`src/rtl/sampled_counter_pkg.sv`:
```
// Shared constants and helpers for the sampled_counter block.
package sampled_counter_pkg;

  localparam logic CNT_UP   = 1'b1;
  localparam logic CNT_DOWN = 1'b0;

  // Phase register width; DIV = 1 still needs a one-bit register.
  function automatic int phase_width(input int div);
    return (div <= 1) ? 1 : $clog2(div);
  endfunction

endpackage

```
`src/rtl/sample_divider.sv`:
```
// Free-running sample phase counter; strobe_o is high while phase = DIV-1.
module sample_divider
  import sampled_counter_pkg::*;
#(
  parameter int DIV = 2
) (
  input  logic clock_i,
  input  logic reset_i,
  input  logic clr_i,
  output logic strobe_o
);

  localparam int PW = phase_width(DIV);
  localparam logic [PW-1:0] LAST = PW'(DIV - 1);
  localparam logic [PW-1:0] ONE  = PW'(1);

  logic [PW-1:0] phase_q, phase_d;

  assign strobe_o = (phase_q == LAST);

  always_comb begin
    phase_d = phase_q + ONE;
    if (clr_i || strobe_o) begin
      phase_d = '0;
    end
  end

  always_ff @(posedge clock_i or negedge reset_i) begin
    if (!reset_i) begin
      phase_q <= '0;
    end else begin
      phase_q <= phase_d;
    end
  end

endmodule

```
`src/rtl/sampled_counter.sv`:
```
// Up/down counter with decimated sample register and terminal-count pulse.
// Define COUNTER_SAT_EN to make sat_i hold the count at its limits.
module sampled_counter
  import sampled_counter_pkg::*;
#(
  parameter int               WIDTH = 9,
  parameter int               DIV   = 2,
  parameter logic [WIDTH-1:0] INIT  = '0
) (
  input  logic             clock_i,
  input  logic             reset_i,
  input  logic             clr_i,
  input  logic             en_i,
  input  logic             up_i,
  input  logic             load_i,
  input  logic [WIDTH-1:0] load_val_i,
  input  logic             sat_i,
  output logic [WIDTH-1:0] count_o,
  output logic [WIDTH-1:0] y_o,
  output logic             y_valid_o,
  output logic             tc_o
);

  localparam logic [WIDTH-1:0] CNT_MAX = '1;
  localparam logic [WIDTH-1:0] ONE     = WIDTH'(1);

  logic [WIDTH-1:0] count_q, count_d;
  logic [WIDTH-1:0] y_q, y_d;
  logic             y_valid_q, y_valid_d;
  logic             tc_q, tc_d;
  logic             strobe;
  logic             sat_hold;
  logic             at_limit;

`ifdef COUNTER_SAT_EN
  assign sat_hold = sat_i;
`else
  logic unused_sat;
  assign unused_sat = sat_i;
  assign sat_hold   = 1'b0;
`endif

  sample_divider #(.DIV(DIV)) u_div (
    .clock_i  (clock_i),
    .reset_i  (reset_i),
    .clr_i    (clr_i),
    .strobe_o (strobe)
  );

  // Sampling uses count_q, so a coincident load/step never leaks into y.
  always_comb begin
    count_d   = count_q;
    y_d       = y_q;
    y_valid_d = 1'b0;
    tc_d      = 1'b0;
    at_limit  = (up_i == CNT_UP) ? (count_q == CNT_MAX) : (count_q == '0);
    if (clr_i) begin
      count_d = INIT;
    end else begin
      if (strobe) begin
        y_d       = count_q;
        y_valid_d = 1'b1;
      end
      if (load_i) begin
        count_d = load_val_i;
      end else if (en_i) begin
        tc_d = at_limit;
        if (!(at_limit && sat_hold)) begin
          count_d = (up_i == CNT_UP) ? (count_q + ONE) : (count_q - ONE);
        end
      end
    end
  end

  always_ff @(posedge clock_i or negedge reset_i) begin
    if (!reset_i) begin
      count_q   <= INIT;
      y_q       <= '0;
      y_valid_q <= 1'b0;
      tc_q      <= 1'b0;
    end else begin
      count_q   <= count_d;
      y_q       <= y_d;
      y_valid_q <= y_valid_d;
      tc_q      <= tc_d;
    end
  end

  assign count_o   = count_q;
  assign y_o       = y_q;
  assign y_valid_o = y_valid_q;
  assign tc_o      = tc_q;

endmodule

```
`config.mk`:
```
export PLATFORM = sky130hd
export DESIGN_NAME = sampled_counter
export DESIGN_NICKNAME = d
export VERILOG_FILES = /design/src/rtl/sampled_counter_pkg.sv /design/src/rtl/sample_divider.sv /design/src/rtl/sampled_counter.sv
export SDC_FILE = /design/constraint.sdc
export NUM_CORES = 1
export LEC_CHECK = 0
export ABC_AREA = 1
export BUFFER_PORTS_ARGS = -buffer_cell sky130_fd_sc_hd__buf_2
export CAP_MARGIN = 30
export CORE_ASPECT_RATIO = 1.25
export CORE_MARGIN = 3
export CORE_UTILIZATION = 56
export DETAILED_ROUTE_END_ITERATION = 8
export MAX_ROUTING_LAYER = met4
export PLACE_DENSITY = 0.95
export SYNTH_ARGS = -nofsm -noshare
export SYNTH_HDL_FRONTEND = slang
export SYNTH_SLANG_ARGS = --single-unit
```
`constraint.sdc`:
```
create_clock -name clock_i -period 4 [get_ports clock_i]
set_input_delay 0.4 -clock clock_i [delete_from_list [all_inputs] [get_ports clock_i]]
set_output_delay 0.4 -clock clock_i [all_outputs]
set_load 0.02 [all_outputs]
```
==> metrics <==
period utilization 0.399; TritonCTS clock tree done; final core occ 0.702; startpoint types flip-flop; Yosys top cell by area dfrtp_1; Area contributors post-synth dfrtp_1, nand2_1, inv_1, nor2_1, ha_1; GRT Total Usage 0.219; Die W around 50 um; Max Freq between 0.6 and 0.7 GHz; number of port buffers 34; CTS root buf clkbuf_4; dpl cells roughly 250; Final ANT Viol Nets 0; worst slack at placement around 2.1 ns; fin. max-slew vios 0; Detailed Route Iter0 Violations 36; Nets about 250; Resized cells post-CTS 0; Worst Skew 0.00862 ns; area of the core around 0.0022 mm2; largest family of logic cells by synthesized area simple AND/OR/NAND/NOR gates; CTS HTree Levels 1; crit end category flip-flop; post-synthesis sequential area ratio 0.390; Simple-Gate Fraction of Synth Area 0.353; Tot Pwr just under 0.6 mW; FF+latch count, synth 21; clock tree buffer depth 2; Inserted Clock Buffers 3; Rel. slew slack 0.702; Synth Area in XOR/XNOR 0.00649; vias per cell just over 5; std cell rows 19; worst setup path start count_o[0]; total global routing overflow 0; DRC 0; Worst Max-Slew Pin Slew between 0.4 and 0.5 ns; crit path DAT 1.79 ns; Placer Congestion ~0.85; Max Cap Viol 0; Final WS setup between 2 and 2.5 ns; Post-Syn Area about 0.0013 mm2; setup bufs post-CTS 0; crit path time final roughly 1.6 ns; Netlist cell types 25; reg2reg start count_o[0]; vias in the first global route 1149; Clock Latency Late Sink 0.30 ns; Synth top area share 0.390; Die Y approximately 60 um; CP required roughly 4.2 ns; post-DR wirelength/cell ~12 um; Hold Buf Count CTS 0; final setup fails 0; RSZ-0062 raised after global routing false; cell area after layout 0.00157 mm2; DR pass1 iterations 4; Synth Area in Adders 0.0798; Final Non-Filler Cells roughly 250; die area 0.00304 mm2; Initial Util 0.604; Syn-to-layout area delta 16.3%; antenna violations before repair 0; WHS ~0.025 ns; Mapped Cells about 190; PwrDens 372 mW/mm2; Synthesis Warnings 0; final setup TNS 0 ns; via count between 1000 and 1500; static leakage 0.927 nW; synthesized area per cell 7.25 um2; Synth Area in Compound Gates 0.0816; mux cell area share after synthesis 0; HPWL Detailed between 2 and 2.5 mm; outcome complete, no violations; first-pass GRT wire length around 5 mm; Fin. Hold Viols 0; layout cell share with drive strength beyond 1 0.230; I/O pin count 36; VDD IR-drop max 388 uV; placed cell areas 0.00154 mm2; critical path class flip-flop to flip-flop; Total Wirelength between 2 and 3 mm; CP Max Fanout 6; # diodes 0; clock sinks 21; CTS clk-pin slew, worst paths about 0.11 ns; syn nets 210; largest net degree at the start of global routing 22; Hold Crit Class input pin to asynchronous set/reset pin
==> layout make-up <==
| type | instances | area, um2 |
|---|---|---|
| clock buffer | 3 | 22.5 |
| inverter | 28 | 105 |
| fill | 191 | 666 |
| timing repair buffer | 34 | 170 |
| multi-input combinational | 135 | 702 |
| clock inverter | 1 | 5.00 |
| sequential | 21 | 526 |
| tap | 31 | 38.8 |
==> critical path: stages (launching register included) <==
cell	delay (ns)
dfrtp_1	0.47
fa_1	0.47
nand2_1	0.10
nand2_2	0.07
nand2_1	0.08
or2_1	0.10
nand3_1	0.06
nand2_1	0.10
o21ai_2	0.05
==> path summary, 6_finish.rpt <==
| kind | endpoint | slack (ns) | cells past startpoint |
|---|---|---|---|
| setup reg to reg | count_o[4] | 2.40 | 8 |
| hold / removal | count_o[6] | 0.02 | 1 |
| setup / recovery | count_o[4] | 2.40 | 8 |
| max in group asynchronous | y_o[1] | 3.66 | 1 |
| hold reg to reg | u_div.strobe_o | 0.46 | 1 |
| min in group clock_i | u_div.strobe_o | 0.31 | 2 |
==> cell families (layout without fill, tap and decap cells) <==
kind of cell	count (synthesis)	after routing
flops	21	21
simple gates	107	107
fa+ha+maj	8	8
compound gates	19	19
buf+inv	30	66
xor+xnor	1	1
==> flip-flops by register name, indices dropped and copies added (netlist names) <==
signal and flops:
u_div.strobe_o 1, y_valid_o 1, count_o 9, y_o 9, tc_o 1
==> cell usage in the layout (no fill, tap or decap), types with 3 or more instances in the layout <==
| cell | count |
|---|---|
| inv_1 | 26 |
| nand3_1 | 15 |
| ha_1 | 7 |
| buf_2 | 34 |
| clkbuf_4 | 3 |
| nor2_1 | 25 |
| nand2_2 | 4 |
| nand2_1 | 52 |
| dfrtp_1 | 21 |
| o21ai_0 | 10 |
==> where the power goes <==
part | internal, mW | switching (mW) | total, mW
Sequential | 0.240 | 0.0254 | 0.266
Clock | 0.0373 | 0.0601 | 0.0973
Combinational | 0.0815 | 0.140 | 0.221
==> metal layers <==
layer / share of wire / global-route usage / wire [um]
met3: 0.059 / 0.0393 / 174
met5: 0 / - / 0
met4: 0.014 / 0.0672 / 41
met1: 0.43 / 0.265 / 1260
met2: 0.50 / 0.372 / 1470
==> cell usage after synthesis <==
master / instances
o31ai_1: 1
o22ai_1: 1
fa_1: 1
or2_4: 2
o21ai_1: 2
nand3_1: 15
or2_1: 2
o21ai_0: 10
a21oi_1: 2
buf_6: 1
o32ai_1: 1
nand2_2: 4
nor2_2: 1
buf_2: 1
nand2_4: 2
inv_2: 2
nand3b_1: 2
nand4_1: 2
inv_1: 26
dfrtp_1: 21
o21ai_2: 2
nand2_1: 52
nor2_1: 25
ha_1: 7
xor2_1: 1
(Power assumes the default switching activity.)
